===== src/rtl/imm_encoder.sv =====
`default_nettype none
// ============================================================================
// Module   : imm_encoder
// Purpose  : Inverse of the RV32I immediate-extend stage. Packs a 32-bit
//            immediate into the instruction bit positions selected by immSrc,
//            merges it with a base word that carries the opcode, funct and
//            register fields, and queues the result in a small output FIFO.
//            Valid/ready handshake on both sides.
// Optional : `define IMM_ENC_CHECK_EN enables the immediate range check. Each
//            FIFO entry then carries an error flag (out_err), and err_cnt
//            counts accepted erroneous words, saturating. Without the macro,
//            out_err and err_cnt are constant zero and packing is unchanged.
// Ports    : clk, rst      - clock (rising edge); asynchronous active-high reset
//            in_valid/in_ready            - input handshake; in_ready is registered
//            immSrc, imm, base            - format select, immediate, base word
//            out_valid/out_ready/out_instr - output handshake and FIFO head word
//            out_err       - head entry failed the range check
//            err_cnt       - saturating count of accepted erroneous words
// Revision : 1.0 - initial release
// ============================================================================
module imm_encoder #(
    parameter int FIFO_DEPTH = 2,   // power of two, >= 2
    parameter int ERR_CNT_W  = 8
) (
    input  logic                 clk,
    input  logic                 rst,
    input  logic                 in_valid,
    output logic                 in_ready,
    input  logic [2:0]           immSrc,
    input  logic [31:0]          imm,
    input  logic [31:0]          base,
    output logic                 out_valid,
    input  logic                 out_ready,
    output logic [31:0]          out_instr,
    output logic                 out_err,
    output logic [ERR_CNT_W-1:0] err_cnt
);

    localparam int C_PTR_W = $clog2(FIFO_DEPTH);
    localparam int C_CNT_W = $clog2(FIFO_DEPTH + 1);
    localparam logic [C_CNT_W-1:0] C_DEPTH = C_CNT_W'(FIFO_DEPTH);

    localparam logic [2:0] C_SRC_I = 3'b000;
    localparam logic [2:0] C_SRC_S = 3'b001;
    localparam logic [2:0] C_SRC_B = 3'b010;
    localparam logic [2:0] C_SRC_J = 3'b011;
    localparam logic [2:0] C_SRC_U = 3'b100;

    // ------------------------------------------------------------------
    // State
    // ------------------------------------------------------------------
    logic [C_CNT_W-1:0] count_q, count_d;
    logic [C_PTR_W-1:0] wr_ptr_q, rd_ptr_q;
    logic               in_ready_q;
    logic [31:0]        instr_mem_q [FIFO_DEPTH];
    // Last popped word: keeps out_instr stable while the FIFO is empty
    logic [31:0]        last_instr_q;

    logic               w_push;
    logic               w_pop;
    logic [31:0]        w_packed;

    assign w_push    = in_valid & in_ready_q;
    assign w_pop     = (count_q != '0) & out_ready;
    assign in_ready  = in_ready_q;
    assign out_valid = (count_q != '0);
    assign out_instr = (count_q != '0) ? instr_mem_q[rd_ptr_q] : last_instr_q;

    // ------------------------------------------------------------------
    // Immediate packing; bits not owned by the format come from base
    // ------------------------------------------------------------------
    always_comb begin
        w_packed = base;
        case (immSrc)
            C_SRC_I: w_packed = {imm[11:0], base[19:0]};
            C_SRC_S: w_packed = {imm[11:5], base[24:12], imm[4:0], base[6:0]};
            C_SRC_B: w_packed = {imm[12], imm[10:5], base[24:12], imm[4:1],
                                 imm[11], base[6:0]};
            C_SRC_J: w_packed = {imm[20], imm[10:1], imm[11], imm[19:12],
                                 base[11:0]};
            C_SRC_U: w_packed = {imm[31:12], base[11:0]};
            default: w_packed = base;
        endcase
    end

    // ------------------------------------------------------------------
    // Occupancy
    // ------------------------------------------------------------------
    always_comb begin
        count_d = count_q;
        case ({w_push, w_pop})
            2'b10:   count_d = count_q + 1'b1;
            2'b01:   count_d = count_q - 1'b1;
            default: count_d = count_q;
        endcase
    end

    always_ff @(posedge clk or posedge rst) begin
        if (rst) begin
            count_q      <= '0;
            wr_ptr_q     <= '0;
            rd_ptr_q     <= '0;
            in_ready_q   <= 1'b1;
            last_instr_q <= '0;
            for (int i = 0; i < FIFO_DEPTH; i++) begin
                instr_mem_q[i] <= '0;
            end
        end else begin
            count_q    <= count_d;
            // Registered from the next count so out_ready has no path to in_ready
            in_ready_q <= (count_d < C_DEPTH);
            if (w_push) begin
                instr_mem_q[wr_ptr_q] <= w_packed;
                wr_ptr_q              <= wr_ptr_q + 1'b1;
            end
            if (w_pop) begin
                last_instr_q <= instr_mem_q[rd_ptr_q];
                rd_ptr_q     <= rd_ptr_q + 1'b1;
            end
        end
    end

`ifdef IMM_ENC_CHECK_EN
    // ------------------------------------------------------------------
    // Range check: immediate must be representable in the chosen format
    // ------------------------------------------------------------------
    logic                 w_range_err;
    logic                 err_mem_q [FIFO_DEPTH];
    logic                 last_err_q;
    logic [ERR_CNT_W-1:0] err_cnt_q;

    always_comb begin
        w_range_err = 1'b1;
        case (immSrc)
            // Upper bits must all equal the format's sign bit
            C_SRC_I, C_SRC_S: w_range_err = !((&imm[31:11]) || !(|imm[31:11]));
            C_SRC_B: w_range_err = !((&imm[31:12]) || !(|imm[31:12])) || imm[0];
            C_SRC_J: w_range_err = !((&imm[31:20]) || !(|imm[31:20])) || imm[0];
            C_SRC_U: w_range_err = (imm[11:0] != 12'h000);
            default: w_range_err = 1'b1;
        endcase
    end

    always_ff @(posedge clk or posedge rst) begin
        if (rst) begin
            last_err_q <= 1'b0;
            err_cnt_q  <= '0;
            for (int i = 0; i < FIFO_DEPTH; i++) begin
                err_mem_q[i] <= 1'b0;
            end
        end else begin
            if (w_push) begin
                err_mem_q[wr_ptr_q] <= w_range_err;
                if (w_range_err && (err_cnt_q != {ERR_CNT_W{1'b1}})) begin
                    err_cnt_q <= err_cnt_q + 1'b1;
                end
            end
            if (w_pop) begin
                last_err_q <= err_mem_q[rd_ptr_q];
            end
        end
    end

    assign out_err = (count_q != '0) ? err_mem_q[rd_ptr_q] : last_err_q;
    assign err_cnt = err_cnt_q;
`else
    assign out_err = 1'b0;
    assign err_cnt = '0;
`endif

endmodule
`default_nettype wire

===== config.mk =====
export PLATFORM = sky130hd
export DESIGN_NAME = imm_encoder
export DESIGN_NICKNAME = d
export VERILOG_FILES = /design/src/rtl/imm_encoder.sv
export SDC_FILE = /design/constraint.sdc
export NUM_CORES = 1
export LEC_CHECK = 0
export BUFFER_PORTS_ARGS = -buffer_cell sky130_fd_sc_hd__clkbuf_2
export CAP_MARGIN = 20
export CORE_UTILIZATION = 53
export DETAILED_ROUTE_END_ITERATION = 12
export GPL_ROUTABILITY_DRIVEN = 0
export PLACE_DENSITY = 0.77
export SETUP_SLACK_MARGIN = 0.05
export SLEW_MARGIN = 40
export SYNTH_ARGS = -nofsm -noshare
export SYNTH_HDL_FRONTEND = slang
export SYNTH_SLANG_ARGS = --single-unit

===== constraint.sdc =====
create_clock -name clk -period 4.1 [get_ports clk]
set_input_delay 0.41 -clock clk [delete_from_list [all_inputs] [get_ports clk]]
set_output_delay 0.41 -clock clk [all_outputs]
set_load 0.01 [all_outputs]

======== Word-level counts from Yosys, hierarchy flattened ========
Index checks and enable logic that the tools add are counted.
cells by class
  shifts and indexed selects .............. 0
  div/mod/pow operators ................... 0
  multipliers ............................. 0
  $add $sub $neg .......................... 4
  reductions and logical operators ........ 3
  bitwise logic cells ..................... 4
  equal/unequal tests ..................... 6
  order comparisons ....................... 4
  muxes and demuxes ....................... 9
operators by type and width
  cell                                                         count
  two-way mux 32 bit                                           5
  case mux 32 bit (5 select lines)                             1
  bitwise mux 64 bit                                           1
  demux 32 bit (select 1 bit)                                  1
  equality test 3 x 2 -> 1 bit (second input constant)         2
  greater-or-equal comparator 2 bit (second input constant)    2
  NOT 1 -> 2 bit                                               2
  case mux 2 bit (2 select lines)                              1
  equality test 3 x 1 -> 1 bit (second input constant)         1
  equality test 3 bit (second input constant)                  1
  zero test 3 bit                                              1
  adder 1 bit (second input constant)                          2
  adder 2 x 1 -> 2 bit (second input constant)                 1
  AND 1 bit                                                    2
  equality test 2 x 1 -> 1 bit (second input constant)         1
  equality test 2 bit (second input constant)                  1
  less-than comparator 2 x 1 -> 1 bit (second input constant)  1
  less-than comparator 2 bit (second input constant)           1
  nonzero test 2 bit                                           1
  subtractor 2 x 1 -> 2 bit (second input constant)            1
  logical AND 1 bit                                            1
storage, ports and cells
  input port bits ......................... 71
  memory bits (read-only) ................. 0
  flip-flop bits (word level) ............. 101
  word-level logic and storage cells ...... 37
  bits in writable memories ............... 0
  memories ................................ 0
  bits in latches ......................... 0

======== Longest topological paths before layout ========
Gate-level depths: netlist of run 1.
  word-level depth ........................ 6
  mapped depth ............................ 10

======== Least setup slack after synthesis of run 1 ========
No wires, ideal clock.
  kind .................................... reg2reg
  start point ............................. register count_q[0]
  end point ............................... register in_ready_q (netlist: in_ready)
  library setup time ...................... 79 ps
  clock period less this slack ............ 1827 ps
  setup slack ............................. 2273 ps
  path buffers ............................ 2
  arrival time ............................ 1748 ps
  required time ........................... 4021 ps
  stages on the path, launching flop included .. 10
  path through ............................ dfrtp_1 > or2_1 > nand2_1 > buf_2 > buf_2 > inv_1 > ha_1 > nor2_1 > xor2_1 > inv_1
between the ends
  word-level cells in the longest chain between the ends .. 5
  elaborated cells between the ends (all ways) .. 8
  classes of those cells .................. 2 x add/sub; 1 x order compare; 2 x eq/ne; 1 x mux; 1 x bitwise; 1 x reduce/logical
RTL lines
  what                                                                 line  RTL
  from (decl)                                                          52    logic [C_CNT_W-1:0] count_q, count_d;
  from (signal assigned)                                               109   count_q <= count_d;
  nonzero test 2 bit (*)                                               64    assign w_pop = (count_q != '0) & out_ready;
  AND 1 bit (*)                                                        64
  named net w_pop                                                      60    logic w_pop;
  equality test 2 x 1 -> 1 bit or equality test 2 bit (tied branches)  91    case ({w_push, w_pop})
  case mux 2 bit (2 select lines) (*)                                  91
  less-than comparator 2 bit (*)                                       111   in_ready_q <= (count_d < C_DEPTH);
  to (signal assigned)                                                 111
  to (decl)                                                            54    logic in_ready_q;
Mark *: on every way through the listed nets, which the timed path passes. The rest lies on a longest branch.
A chain may end at the register's enable or synchronous reset.

======== Final worst setup path of run 1 ========
  start point ............................. register count_q[0]
  end point ............................... output out_instr[29]
between the ends
  word-level cells in the longest chain between the ends .. 2
RTL lines
  what                line  RTL
  nonzero test 2 bit  67    assign out_instr = (count_q != '0) ? instr_mem_q[rd_ptr_q] : last_instr_q;
  two-way mux 32 bit  67
  to (decl)           34    output logic [31:0] out_instr,
Every way passes these cells.

==> results.md, run 1 <==
- The flow ran to the end, but the final reports show violations.
- The checks that failed: design-rule violations.
- The count of nets after finishing is around 700.
- The clock insertion delay at the later pin of the skew report is 0.35 ns.
- The hold violation total from the final report is 0.
- The maximum net fanout on the critical path is 65.
- The critical path in this run is classified as reg -> out.
- Using the TritonRoute via totals, the vias-per-cell ratio works out to about 5.4.
- The wire length after detailed routing is 10.8 mm.
- The maximum operating frequency is approximately 430 MHz.
- Counting both buffers and inverters, the worst setup path holds a total of 2.
- Measured on the finished design, the core utilization comes to 0.629.
- The antenna diode instance count is 0.
- In this run the number of H-tree levels came out at 3.
- The number of failing setup endpoints in the final timing report is 0.
- The global-route wire length before repair is 18.3 mm.
- The delay of the slowest cell on the worst path is 0.52 ns.
- The wire-length estimate of the detail-placed layout is ~7.4 mm.
- For this design the ratio of total power to cell area is 755 nW/um2.
- In this run the top signal layer used is met4.
- The die is 98.0 um wide.
- The initial core utilization is 0.554.
- The post-synthesis instance area is 4880 um2.
- The arrival time of data at the critical path endpoint is 1.91 ns.
- Once the clock tree was built, the resizer swapped 0 gates to a different size.
- Wire segments on met3 add up to 441 um in the final route.
- In the final routing, the length of wire on met1 measures 5.09 mm.
- Synthesis produced 545 cells.
- Detailed routing inserted a total of 3996 vias.
- The period utilization is 0.566.
- In this run the core area contains 34 standard-cell rows.
- The number of antenna violations at the first check in global routing is 0.
- Input and output buffers added on the ports amount to between 100 and 150.
- Measured along the y axis, the die boundary spans around 98 um.
- The worst slack on hold paths is 0.184 ns.
- Setup repair after global routing left no endpoint under its margin.
- The worst setup skew after layout is 0.0104 ns.
- The post-CTS repair timing setup buffer count is 0.
- The number of unique standard cell types used by synthesis is 37.
- Measured against its own limit, the worst slew margin works out to 0.510.
- The critical path goes through or2_2, buf_4, nor2_1, a21oi_1, clkbuf_2.
- Summing all non-filler instances in the final layout gives an area of 5540 um2.
- Counting along the longest clock path gives a buffer depth of 2.
- The hold-fix buffer count after cts is 0.
- The global-route usage over all layers is 0.238.
- The completed layout was analyzed and its total power is 4.18 mW.
- The type of element launching the critical path is a flip-flop.
- The area of the die is 9600 um2.
- In this run, CTS created clock tree buffers numbering 9.
- The tool flagged a number of max-cap violations equal to 0.
- Each instance of the synthesized netlist takes up on average roughly 9.0 um2.
- Summed over all layers, the global routing overflow is 0.
- The setup TNS is 0 ns.
- Grouping stages by cell kind, the critical path spends the most delay in buffers and inverters.
- After the first detailed-routing iteration, the DRC count stood at 195.
- The leakage power summed over all cells is 2.82 nW.
- The total area inside the core boundary comes to 8810 um2.
- The largest net degree at the start of global routing is 67.
- In the detailed route, the total length drawn on met2 is 5.20 mm.
- For this design, the slowest cell found on the critical path is sky130_fd_sc_hd__buf_4.
- The max-slew violation count is 0.
- The total iterations of the first detailed-routing run is 8.
- The number of clock sinks is ~100.
- The peak supply drop is 0.000326 V.
- The worst setup path is captured at a primary output.
- The fill cell total of the finished layout is 784.
- TritonCTS built the clock tree.
- Pin placement for this block handled 114 I/O pins.
- The measured slew at the worst slew-check pin is 0.735 ns.
- The per-cell routed wire length is 14.7 um.
- The synthesized design contains about 100 register bits.
- The via count of the first global-routing pass is around 3800.
- Subtracting the final worst setup slack from the clock period gives 2.32 ns.
- The cell at the root of the clock tree is sky130_fd_sc_hd__clkbuf_8.
- The data required time at the worst endpoint is 3.69 ns.
- The register area share after synthesis is 0.518.
- The antenna violation net count after detailed routing is 0.
- In this run the worst hold path is classified as in -> async.
- In the final layout, the share of cells above drive strength 1 is 0.208.
- After detailed routing, the number of remaining DRC violations is 7.
- The flop-to-flop setup slack is 1.94 ns.
- Once placement finished, the instance area stood at roughly 5400 um2.
- The number of warnings reported in the yosys synthesis log is 0.
- The growth of design area from synthesis to finish is 13.5%.
- Clock-pin slew was measured on the worst setup and hold paths at 0.09 ns.
[metal layers]
layer / up-vias / global-route usage
met2: 107 / 0.376
li1: 1982 / -
met3: 10 / 0.0336
met1: 1897 / 0.340
met5: - / 0
met4: 0 / 0.0816
[synth_stat cells]
library cell | count | area share
sky130_fd_sc_hd__a31oi_1 | 3 | 0.0038
sky130_fd_sc_hd__dfstp_2 | 1 | 0.0054
sky130_fd_sc_hd__nor3_1 | 1 | 0.0010
sky130_fd_sc_hd__and3_1 | 1 | 0.0013
sky130_fd_sc_hd__ha_1 | 1 | 0.0026
sky130_fd_sc_hd__nand3_1 | 8 | 0.0082
sky130_fd_sc_hd__nand2_1 | 127 | 0.098
sky130_fd_sc_hd__xnor2_1 | 4 | 0.0072
sky130_fd_sc_hd__buf_1 | 8 | 0.0062
sky130_fd_sc_hd__nor2_1 | 65 | 0.050
sky130_fd_sc_hd__o21ai_1 | 18 | 0.018
sky130_fd_sc_hd__dfrtp_1 | 100 | 0.51
sky130_fd_sc_hd__or2_1 | 1 | 0.0013
sky130_fd_sc_hd__o22ai_1 | 4 | 0.0051
sky130_fd_sc_hd__buf_2 | 17 | 0.017
sky130_fd_sc_hd__nor3b_1 | 1 | 0.0015
sky130_fd_sc_hd__o21ai_0 | 51 | 0.052
sky130_fd_sc_hd__buf_4 | 10 | 0.015
sky130_fd_sc_hd__o32ai_1 | 1 | 0.0018
sky130_fd_sc_hd__a41oi_1 | 1 | 0.0018
sky130_fd_sc_hd__nand2b_1 | 1 | 0.0013
sky130_fd_sc_hd__o21ai_4 | 1 | 0.0033
sky130_fd_sc_hd__mux2i_1 | 44 | 0.090
sky130_fd_sc_hd__a21boi_0 | 1 | 0.0015
sky130_fd_sc_hd__nor4b_1 | 2 | 0.0036
sky130_fd_sc_hd__conb_1 | 1 | 0.00077
sky130_fd_sc_hd__xor2_1 | 1 | 0.0018
sky130_fd_sc_hd__a22o_1 | 12 | 0.022
sky130_fd_sc_hd__or2_2 | 1 | 0.0013
sky130_fd_sc_hd__inv_1 | 5 | 0.0038
sky130_fd_sc_hd__or2_4 | 1 | 0.0018
sky130_fd_sc_hd__clkbuf_1 | 10 | 0.0077
sky130_fd_sc_hd__a21oi_1 | 34 | 0.035
sky130_fd_sc_hd__or3b_2 | 1 | 0.0018
sky130_fd_sc_hd__nand3b_1 | 2 | 0.0031
sky130_fd_sc_hd__a221o_1 | 4 | 0.0082
sky130_fd_sc_hd__buf_6 | 1 | 0.0023
[where the power goes]
group          internal, mW  switching [mW]  leakage, nW
Sequential             1.46           0.336         1.26
Clock                 0.220           0.326       0.0764
Combinational         0.770            1.07         1.49
Total                  2.45            1.74         2.82
[cell families (layout without fill, tap and decap cells)]
group / count (synthesis) / in the layout / synth area share
xor gates and xnor gates: 5 / 5 / 0.00897
muxes: 44 / 44 / 0.0902
buffers and inverters: 51 / 129 / 0.0528
DFF: 101 / 101 / 0.518
adders and majority gates: 1 / 1 / 0.00256
and+or+nand+nor: 212 / 212 / 0.174
AOI/OAI and AO/OA: 130 / 130 / 0.153
other: 1 / 9 / 0.000768
[worst paths after layout]
| kind | start | to | cells past startpoint |
|---|---|---|---|
| min in group clk | base[1] | instr_mem_q[33] | 3 |
| worst max-delay path | count_q[0] | out_instr[29] | 5 |
| max in group asynchronous | rst | instr_mem_q[20] | 3 |
| worst min register to register | instr_mem_q[33] | instr_mem_q[33] | 2 |
| worst min-delay path | rst | last_instr_q[5] | 2 |
| worst max register to register | count_q[0] | in_ready | 8 |
[flip-flops by register name (all words and copies together) (netlist names), named ones only]
| signal | flops |
|---|---|
| rd_ptr_q | 1 |
| in_ready | 1 |
| instr_mem_q | 64 |
| wr_ptr_q | 1 |
| count_q | 1 |
| last_instr_q | 32 |
[worst reg2reg max path: cells and delay by family (launching register included)]
kind | cells | cell delay [ns]
AND/OR/NAND/NOR | 3 | 0.51
adder cells (fa/ha/maj) | 1 | 0.35
flip-flops | 1 | 0.42
buffers and inverters | 3 | 0.65
XOR/XNOR | 1 | 0.19
[per-stage QoR]
step                worst slack [ns]  instances
floorplan                       1.04        553
global placement                1.98        723
detailed placement              1.93        723
CTS                             1.79        739
global route                    1.61        739
finish                          1.78        739
[cell usage in the layout, fill, tap and decap left out, drive strengths merged, types with 2 or more instances in the layout]
master and count:
nand3b 2, o22ai 4, xnor2 4, buf 4, or2 3, inv 5, a31oi 3, o21ai 70
dfrtp 100, mux2i 44, nand2 127, a221o 4, conb 9, a21oi 34, nand3 8, clkbuf 116
nor2 65, clkinvlp 2, clkinv 2, a22o 12, nor4b 2
[area by class of cell]
| type | count | area [um2] | area share |
|---|---|---|---|
| Inverter | 5 | 21.3 | 0.00384 |
| Sequential cell | 101 | 2530 | 0.457 |
| Clock buffer | 12 | 135 | 0.0244 |
| Multi-Input combinational cell | 401 | 2140 | 0.387 |
| Tap cell | 108 | 135 | 0.0244 |
| Clock inverter | 4 | 25.0 | 0.00452 |
| Timing Repair Buffer | 108 | 551 | 0.0993 |
No activity file was read; power rests on OpenSTA's default activity.
==> run 2: changes to the inputs <==
==> constraint.sdc (replaced) <==
create_clock -name clk -period 2.32 [get_ports clk]
set_input_delay 0.232 -clock clk [delete_from_list [all_inputs] [get_ports clk]]
set_output_delay 0.232 -clock clk [all_outputs]
set_load 0.01 [all_outputs]
==> run 2 against run 1 <==
The flow still finishes with violations (design-rule violations). Via count is 2.4% higher. Routed wire length increased by 1.0%. First-iteration DRC count fell by 12%. Final area rose by 2.2%. Critical path depth fell by 1. Clock power rose by 110%. Sequential power grew 70%. Critical path type unchanged. Largest cell class unchanged.
==> results.md, run 2 (same netlist as run 1, synthesis figures left out) <==
- The flow ran to the end, but the final reports show violations.
- The final reports fail on design-rule violations.
- The cell depth of the worst min-delay path is 3.
- The TritonCTS clock tree is built.
- The cell at the root of the clock tree is sky130_fd_sc_hd__clkbuf_8.
- The number of gates given a new drive strength after cts is 0 (unchanged).
- The cell count after placement was 730 (+0.97%).
- The via count of the first global-routing pass is 3875 (+1.5%).
- The power density of the placed cells was 1350 nW/um2 (+79%).
- The tightest slew margin relative to the limit is 0.508 (-0.00238).
- The row count is 34 (unchanged).
- Setup repair after global routing left no endpoint under its margin.
- The clock transition at the register clock pins on the worst setup and hold paths after CTS is 0.11 ns (+0.02 ns).
- The maximum buffer depth of the clock tree is 2 (unchanged).
- The area of the die is 9600 um2 (unchanged).
- Traced cell by cell, the critical path runs through buf_12, mux2i_1, a21oi_1, clkbuf_2.
- The peak supply drop is 0.000810 V (+150%).
- The number of buffers inserted by port buffering was 104 (unchanged).
- The global-route usage over all layers is 0.240 (+0.00144).
- The remaining routing DRC violations is 3 (-4).
- The global-route track usage on met1 is 0.313 (-0.0270).
- The width of the chip came to 98.0 um (unchanged).
- The count of cells along the worst register-to-register path was 7 (-1).
- The arrival time of data at the critical path endpoint was 1.83 ns (-0.08 ns).
- The antenna diode instance count is 0 (unchanged).
- The master of the slowest instance on the critical path is sky130_fd_sc_hd__dfrtp_2.
- The fill cell total of the finished layout is 759 (-3.2%).
- The post-CTS repair timing setup buffer count was 0 (unchanged).
- The total iterations of the first detailed-routing run is 8 (unchanged).
- The antenna violation net count after detailed routing is 0 (unchanged).
- The vias after detailed routing is 4090 (+2.4%).
- The multi-input logic area was 2130 um2 (-0.35%).
- The max-slew violation count is 0 (unchanged).
- The height of the die is 98.0 um (unchanged).
- The wire length after detailed routing is 11.0 mm (+1.0%).
- The layer flagged by global routing as most heavily used is met2.
- The library cell used most frequently in the layout, excluding fill and tap cells, is sky130_fd_sc_hd__nand2_1.
- The number of clock sinks is 101 (unchanged).
- The leakage power summed over all cells is 2.89 nW (+2.4%).
- The worst slack on hold paths is 0.0645 ns (-0.119 ns).
- The fraction of layout instances using a drive strength above 1 came to 0.221 (+0.0131).
- The post-route non-filler standard cell count is 747 (+1.1%).
- The measured slew at the worst slew-check pin is 0.736 ns (+0.000851 ns).
- The library cells used most frequently in the layout, excluding fill and tap cells, are 126 x sky130_fd_sc_hd__nand2_1, 104 x sky130_fd_sc_hd__clkbuf_2, 99 x sky130_fd_sc_hd__dfrtp_1.
- The worst hold path belongs to the class in -> reg.
- The violation count after the first detailed-route iteration was 171 (-12%).
- The met2 routing resource usage after global routing is 0.399 (+0.0233).
- The mean number of vias per cell is 5.48 (+1.3%).
- The total CTS buffers was 9 (unchanged).
- The largest registers in the layout are instr_mem_q (64), last_instr_q (32).
- The met3 global-route usage came to 0.0365 (+0.00286).
- The dominant delay contributor by cell family on the critical path is flip-flops.
- The number of buffer and inverter stages on the critical path is 2 (unchanged).
- The worst setup skew after layout is 0.0107 ns (+0.000331 ns).
- The count of nets after finishing is 706 (+1.1%).
- The period utilization is 0.887.
- The per-cell routed wire length is 14.7 um (about the same).
- The max-cap violation count came to 0 (unchanged).
- The number of failing setup endpoints in the final timing report is 0 (unchanged).
- The largest net degree at the start of global routing was 66 (-1.5%).
- The total grt overflow was 0 (unchanged).
- The depth of the critical timing path with buffers and inverters included is 4 (-1).
- The data required time at the worst endpoint came to 2.09 ns (-1.60 ns).
- The global-route wire length before repair was 18.1 mm (-0.79%).
- The maximum net fanout on the critical path came to 25 (-62%).
- The number of flip-flops in the largest register is 64 (unchanged).
- The hold violation total from the final report was 0 (unchanged).
- The register cell area after layout is 2530 um2 (about the same).
- The clock insertion delay at the later pin of the skew report was 0.37 ns (+0.02 ns).
- STA classifies the critical path endpoint as a primary output.
- The critical path start-end classification is reg -> out.
- The initial core utilization is 0.554 (unchanged).
- The register bank with the most flops is instr_mem_q.
- The placeable core region is 8810 um2 (unchanged).
- The detailed-placement wirelength estimate came to 7.71 mm (+4.0%).
- The delay of the slowest cell on the worst path was 0.57 ns (+0.05 ns).
- After layout, the minimum clock period comes to 2.06 ns.
- The fraction of the core area covered by cells at the end of the flow is 0.643 (+0.0139).
- The hold-fix buffer count after cts is 1 (+1).
- For this run, the top clock speed supported by timing is 486 MHz.
- The type of element launching the critical path is a flip-flop.
- The growth of design area from synthesis to finish is 16.0%.
- The number of antenna violations at the first check in global routing is 0 (unchanged).
- The setup TNS is 0 ns (unchanged).
- The number of I/O pins is 114 (unchanged).
- The number of H-tree levels is 3 (unchanged).
-- run 2: cell types whose count changed in the layout (fill, tap and decap cells not counted), sizes merged --
| cell | delta |
|---|---|
| bufinv | +1 |
| clkbuf | -3 |
| dlygate4sd3 | +1 |
| buf | +7 |
| inv | +2 |
-- run 2: stage by stage --
stage,setup WS [ns],power [mW],instance area (um2)
after detailed placement,0.562,6.56,5450
after global placement,0.554,6.39,5450
after CTS,0.278,7.73,5660
final,0.262,7.66,5660
after floorplan,0.493,5.37,4910
after global routing,0.218,8.28,5660
-- run 2: worst paths after layout --
check                           startpoint               to  slack [ns]
setup / recovery                  rd_ptr_q    out_instr[20]        0.26
hold / removal                     base[3]  instr_mem_q[35]        0.06
setup reg to reg                count_q[0]         in_ready        0.64
hold reg to reg            instr_mem_q[38]  instr_mem_q[38]        0.48
max in group asynchronous              rst         in_ready        1.31
min in group asynchronous              rst  instr_mem_q[33]        0.30
-- run 2: power by group --
| group | leakage (nW) | switching [mW] | internal (mW) |
|---|---|---|---|
| clock | 0.102 | 0.639 | 0.514 |
| combinational | 1.53 | 2.04 | 1.42 |
| sequential | 1.26 | 0.474 | 2.57 |
-- run 2: worst reg2reg max path: stages, from the launching register on --
cell,delay (ns)
sky130_fd_sc_hd__dfrtp_1,0.42
sky130_fd_sc_hd__or2_2,0.31
sky130_fd_sc_hd__nand2_2,0.08
sky130_fd_sc_hd__inv_1,0.04
sky130_fd_sc_hd__ha_1,0.31
sky130_fd_sc_hd__nor2_1,0.16
sky130_fd_sc_hd__xor2_1,0.22
sky130_fd_sc_hd__inv_1,0.08
-- run 2: area by class of cell --
cell class                      instances  area share
Sequential cell                       101       0.447
Clock buffer                            9      0.0219
Timing Repair Buffer                  116       0.113
Clock inverter                          7      0.0141
Multi-Input combinational cell        401       0.377
Inverter                                5     0.00398
Tap cell                              108      0.0239
-- run 2: per-layer routing --
metal | wire length (um) | vias to the layer above
li1 | - | 1996
met1 | 4760 | 1958
met2 | 5450 | 115
met3 | 467 | 21
met4 | 276 | 0
met5 | 0 | -
==> run 3: changes to the inputs <==
--- a/config.mk
+++ b/config.mk
@@ -7,6 +7,7 @@
 export LEC_CHECK = 0
 export BUFFER_PORTS_ARGS = -buffer_cell sky130_fd_sc_hd__clkbuf_2
 export CAP_MARGIN = 20
+export CORE_ASPECT_RATIO = 0.75
 export CORE_UTILIZATION = 53
 export DETAILED_ROUTE_END_ITERATION = 12
 export GPL_ROUTABILITY_DRIVEN = 0
==> run 3 against run 2 <==
The flow now finishes without violations. Sequential power is essentially flat. Final area grew 2.1%. Flip-flop and latch count is the same. Largest cell class unchanged. Core utilization grew 2.1 points. Combinational power is essentially flat. Clock power grew 43%. Sequential share of layout area shrank 0.91 points. Setup slack lost 0.031 ns. Total power grew 6.6%. Hold slack gained 0.031 ns. Clock skew shrank 0.0055 ns. Global-route usage grew 0.90 points.
==> results.md, run 3 (same netlist as run 1, synthesis figures left out) <==
- The flow ran to the end, and the final reports show no timing, DRC or antenna violations.
- The power density of the placed cells is 1410 nW/um2 (+4.4%).
- The post-route non-filler standard cell count was 747 (unchanged).
- The data required time at the worst endpoint is 2.09 ns (about the same).
- The clock period minus worst slack is 2.09 ns (+0.0309 ns).
- The cell count after placement is 730 (unchanged).
- For this design, the slowest cell found on the critical path is sky130_fd_sc_hd__dfrtp_2.
- The register bank with the most flops is instr_mem_q.
- The antenna violation net count after detailed routing is 0 (unchanged).
- The worst slack on hold paths is 0.0960 ns (+0.0314 ns).
- The remaining routing DRC violations is 0 (-3).
- The hold-fix buffer count after cts was 1 (unchanged).
- The placeable core region came to 8710 um2 (-1.1%).
- The total iterations of the first detailed-routing run is 4 (-4).
- Setup repair after global routing left no endpoint under its margin.
- The initial core utilization is 0.560 (+0.00621).
- For hold timing, the worst endpoint is instr_mem_q[36].
- The post-CTS repair timing setup buffer count came to 0 (unchanged).
- The width of the chip was 113 um (+15%).
- The area of the die was 9600 um2 (about the same).
- The max-cap violation count came to 0 (unchanged).
- The startpoint identified for the worst register-to-register timing path is in_ready.
- The period utilization is 0.900 (+0.0133).
- The worst setup skew after layout was 0.00528 ns (-0.00546 ns).
- The global-route track usage on met1 is 0.338 (+0.0251).
- The global-route wire length before repair was 18.5 mm (+1.9%).
- The cell depth of the worst min-delay path was 3 (unchanged).
- The number of buffers inserted by port buffering is 104 (unchanged).
- On the critical path the largest part of the delay comes from flip-flops.
- The count of cells along the worst register-to-register path was 4 (-3).
- The flop-to-flop setup slack is 0.62 ns (-0.02 ns).
- The register cell area after layout is 2530 um2 (unchanged).
- The cell at the root of the clock tree is sky130_fd_sc_hd__clkbuf_16.
- The critical path is of the reg -> out type.
- The max-slew violation count is 0 (unchanged).
- The leakage power summed over all cells came to 2.95 nW (+1.9%).
- The largest registers in the layout are instr_mem_q (64), last_instr_q (32).
- The wire length after detailed routing is 11.2 mm (+2.5%).
- The clock transition at the register clock pins on the worst setup and hold paths after CTS is 0.07 ns (-0.04 ns).
- The type of element launching the critical path is a flip-flop.
- The number of H-tree levels is 3 (unchanged).
- The via count of the first global-routing pass came to 3752 (-3.2%).
- The class of the most critical hold timing path is in -> reg.
- Compared with the post-synthesis result, the final layout area differs by 18.5%.
- The fraction of layout instances using a drive strength above 1 is 0.221 (unchanged).
- The number of flip-flops in the largest register came to 64 (unchanged).
- The critical path starts at rd_ptr_q.
- The per-cell routed wire length came to 15.0 um (+2.5%).
- The peak supply drop is 0.000942 V (+16%).
- The arrival time of data at the critical path endpoint was 1.86 ns (+0.03 ns).
- The library cells used most frequently in the layout, excluding fill and tap cells, are 126 x sky130_fd_sc_hd__nand2_1, 104 x sky130_fd_sc_hd__clkbuf_2, 99 x sky130_fd_sc_hd__dfrtp_1.
- The vias after detailed routing is 4030 (-1.5%).
- The critical path goes through buf_12, mux2i_1, a21oi_1, clkbuf_2.
- The total power draw is 8.16 mW (+6.6%).
- The post-route cell area is 5780 um2 (+2.1%).
- The met2 routing resource usage after global routing is 0.403 (+0.00424).
- The met3 global-route usage is 0.0571 (+0.0206).
- The delay of the slowest cell on the worst path was 0.71 ns (+0.14 ns).
- The largest net degree at the start of global routing is 66 (unchanged).
- The maximum buffer depth of the clock tree is 2 (unchanged).
- The maximum net fanout on the critical path is 18 (-28%).
- The mean number of vias per cell is 5.39 (-1.5%).
- The number of buffer and inverter stages on the critical path is 2 (unchanged).
- The number of failing setup endpoints in the final timing report was 0 (unchanged).
- The total CTS buffers is 9 (unchanged).
- The layer with the highest usage is met2.
- The count of nets after finishing is 706 (unchanged).
- The global-route usage over all layers is 0.249 (+0.00905).
- The number of I/O pins is 114 (unchanged).
- The row count is 29 (-15%).
- The instance area at placement is 5440 um2 (-0.23%).
- The fill cell total of the finished layout was 699 (-7.9%).
- The tightest slew margin relative to the limit is 0.551 (+0.0436).
- The endpoint kind of the worst setup timing path is a primary output.
- The endpoint of the worst-slack reg-to-reg timing path is instr_mem_q[22].
- The TritonCTS clock tree is built.
- The maximum operating frequency is 479 MHz (-1.5%).
- The startpoint identified for the worst hold timing path is base[4].
- The antenna diode instance count was 0 (unchanged).
- The number of antenna violations at the first check in global routing is 0 (unchanged).
- The hold violation total from the final report is 0 (unchanged).
- The violation count after the first detailed-route iteration is 227 (+33%).
- The multi-input logic area was 2130 um2 (unchanged).
- The number of clock sinks came to 101 (unchanged).
- The library cell used most frequently in the layout, excluding fill and tap cells, is sky130_fd_sc_hd__nand2_1.
- The detailed-placement wirelength estimate is 7.93 mm (+2.7%).
- The number of gates given a new drive strength after cts is 0 (unchanged).
- The measured slew at the worst slew-check pin was 0.670 ns (-0.0652 ns).
- The height of the die is 85.1 um (-13%).
- The clock insertion delay at the later pin of the skew report came to 0.35 ns (-0.02 ns).
- The setup TNS came to 0 ns (unchanged).
- The total grt overflow came to 0 (unchanged).
## run 3: changes by cell type in the layout (fill, tap and decap cells not counted), sizes merged
cell    before  now
clkbuf     113  115
clkinv       2    1
bufinv       1    2
inv          7    5
## run 3: power by group
group | total [mW] | internal (mW) | switching (mW)
registers | 3.08 | 2.58 | 0.500
clock network | 1.65 | 1.01 | 0.647
logic | 3.43 | 1.41 | 2.02
## run 3: cell type report
| type | instances | share of cell area |
|---|---|---|
| repair buffers | 116 | 0.108 |
| well taps | 108 | 0.0234 |
| clock buffers | 11 | 0.0437 |
| flip-flops and latches | 101 | 0.438 |
| multi-input cells | 401 | 0.369 |
| clock inverters | 5 | 0.0141 |
| inverters | 5 | 0.00390 |
## run 3: stage by stage
stage,setup slack [ns],util
after floorplan,0.493,-
after global placement,0.563,0.624
after detailed placement,0.585,0.624
after CTS,0.229,0.664
after global routing,0.138,0.664
final,0.231,0.664
## run 3: metal layers
metal / vias to the layer above / part of all wire
li1: 1998 / -
met1: 1906 / 0.45
met2: 110 / 0.48
met3: 16 / 0.053
met4: 0 / 0.015
met5: - / 0
## run 3: tightest hold or removal path, stage by stage
cell,delay (ns)
sky130_fd_sc_hd__clkbuf_2,0.09
sky130_fd_sc_hd__nand2_1,0.04
sky130_fd_sc_hd__nand2_1,0.05
## run 3: worst max-delay path by stage
stage / to / slack (ns) / depth (start not counted)
3_5_place_dp: instr_mem_q[40] / 0.58 / 5
3_3_place_gp: instr_mem_q[57] / 0.56 / 3
5_1_grt: out_instr[9] / 0.14 / 4
4_1_cts: out_instr[9] / 0.23 / 4
2_1_floorplan: in_ready / 0.49 / 9
6_report: out_instr[7] / 0.23 / 4
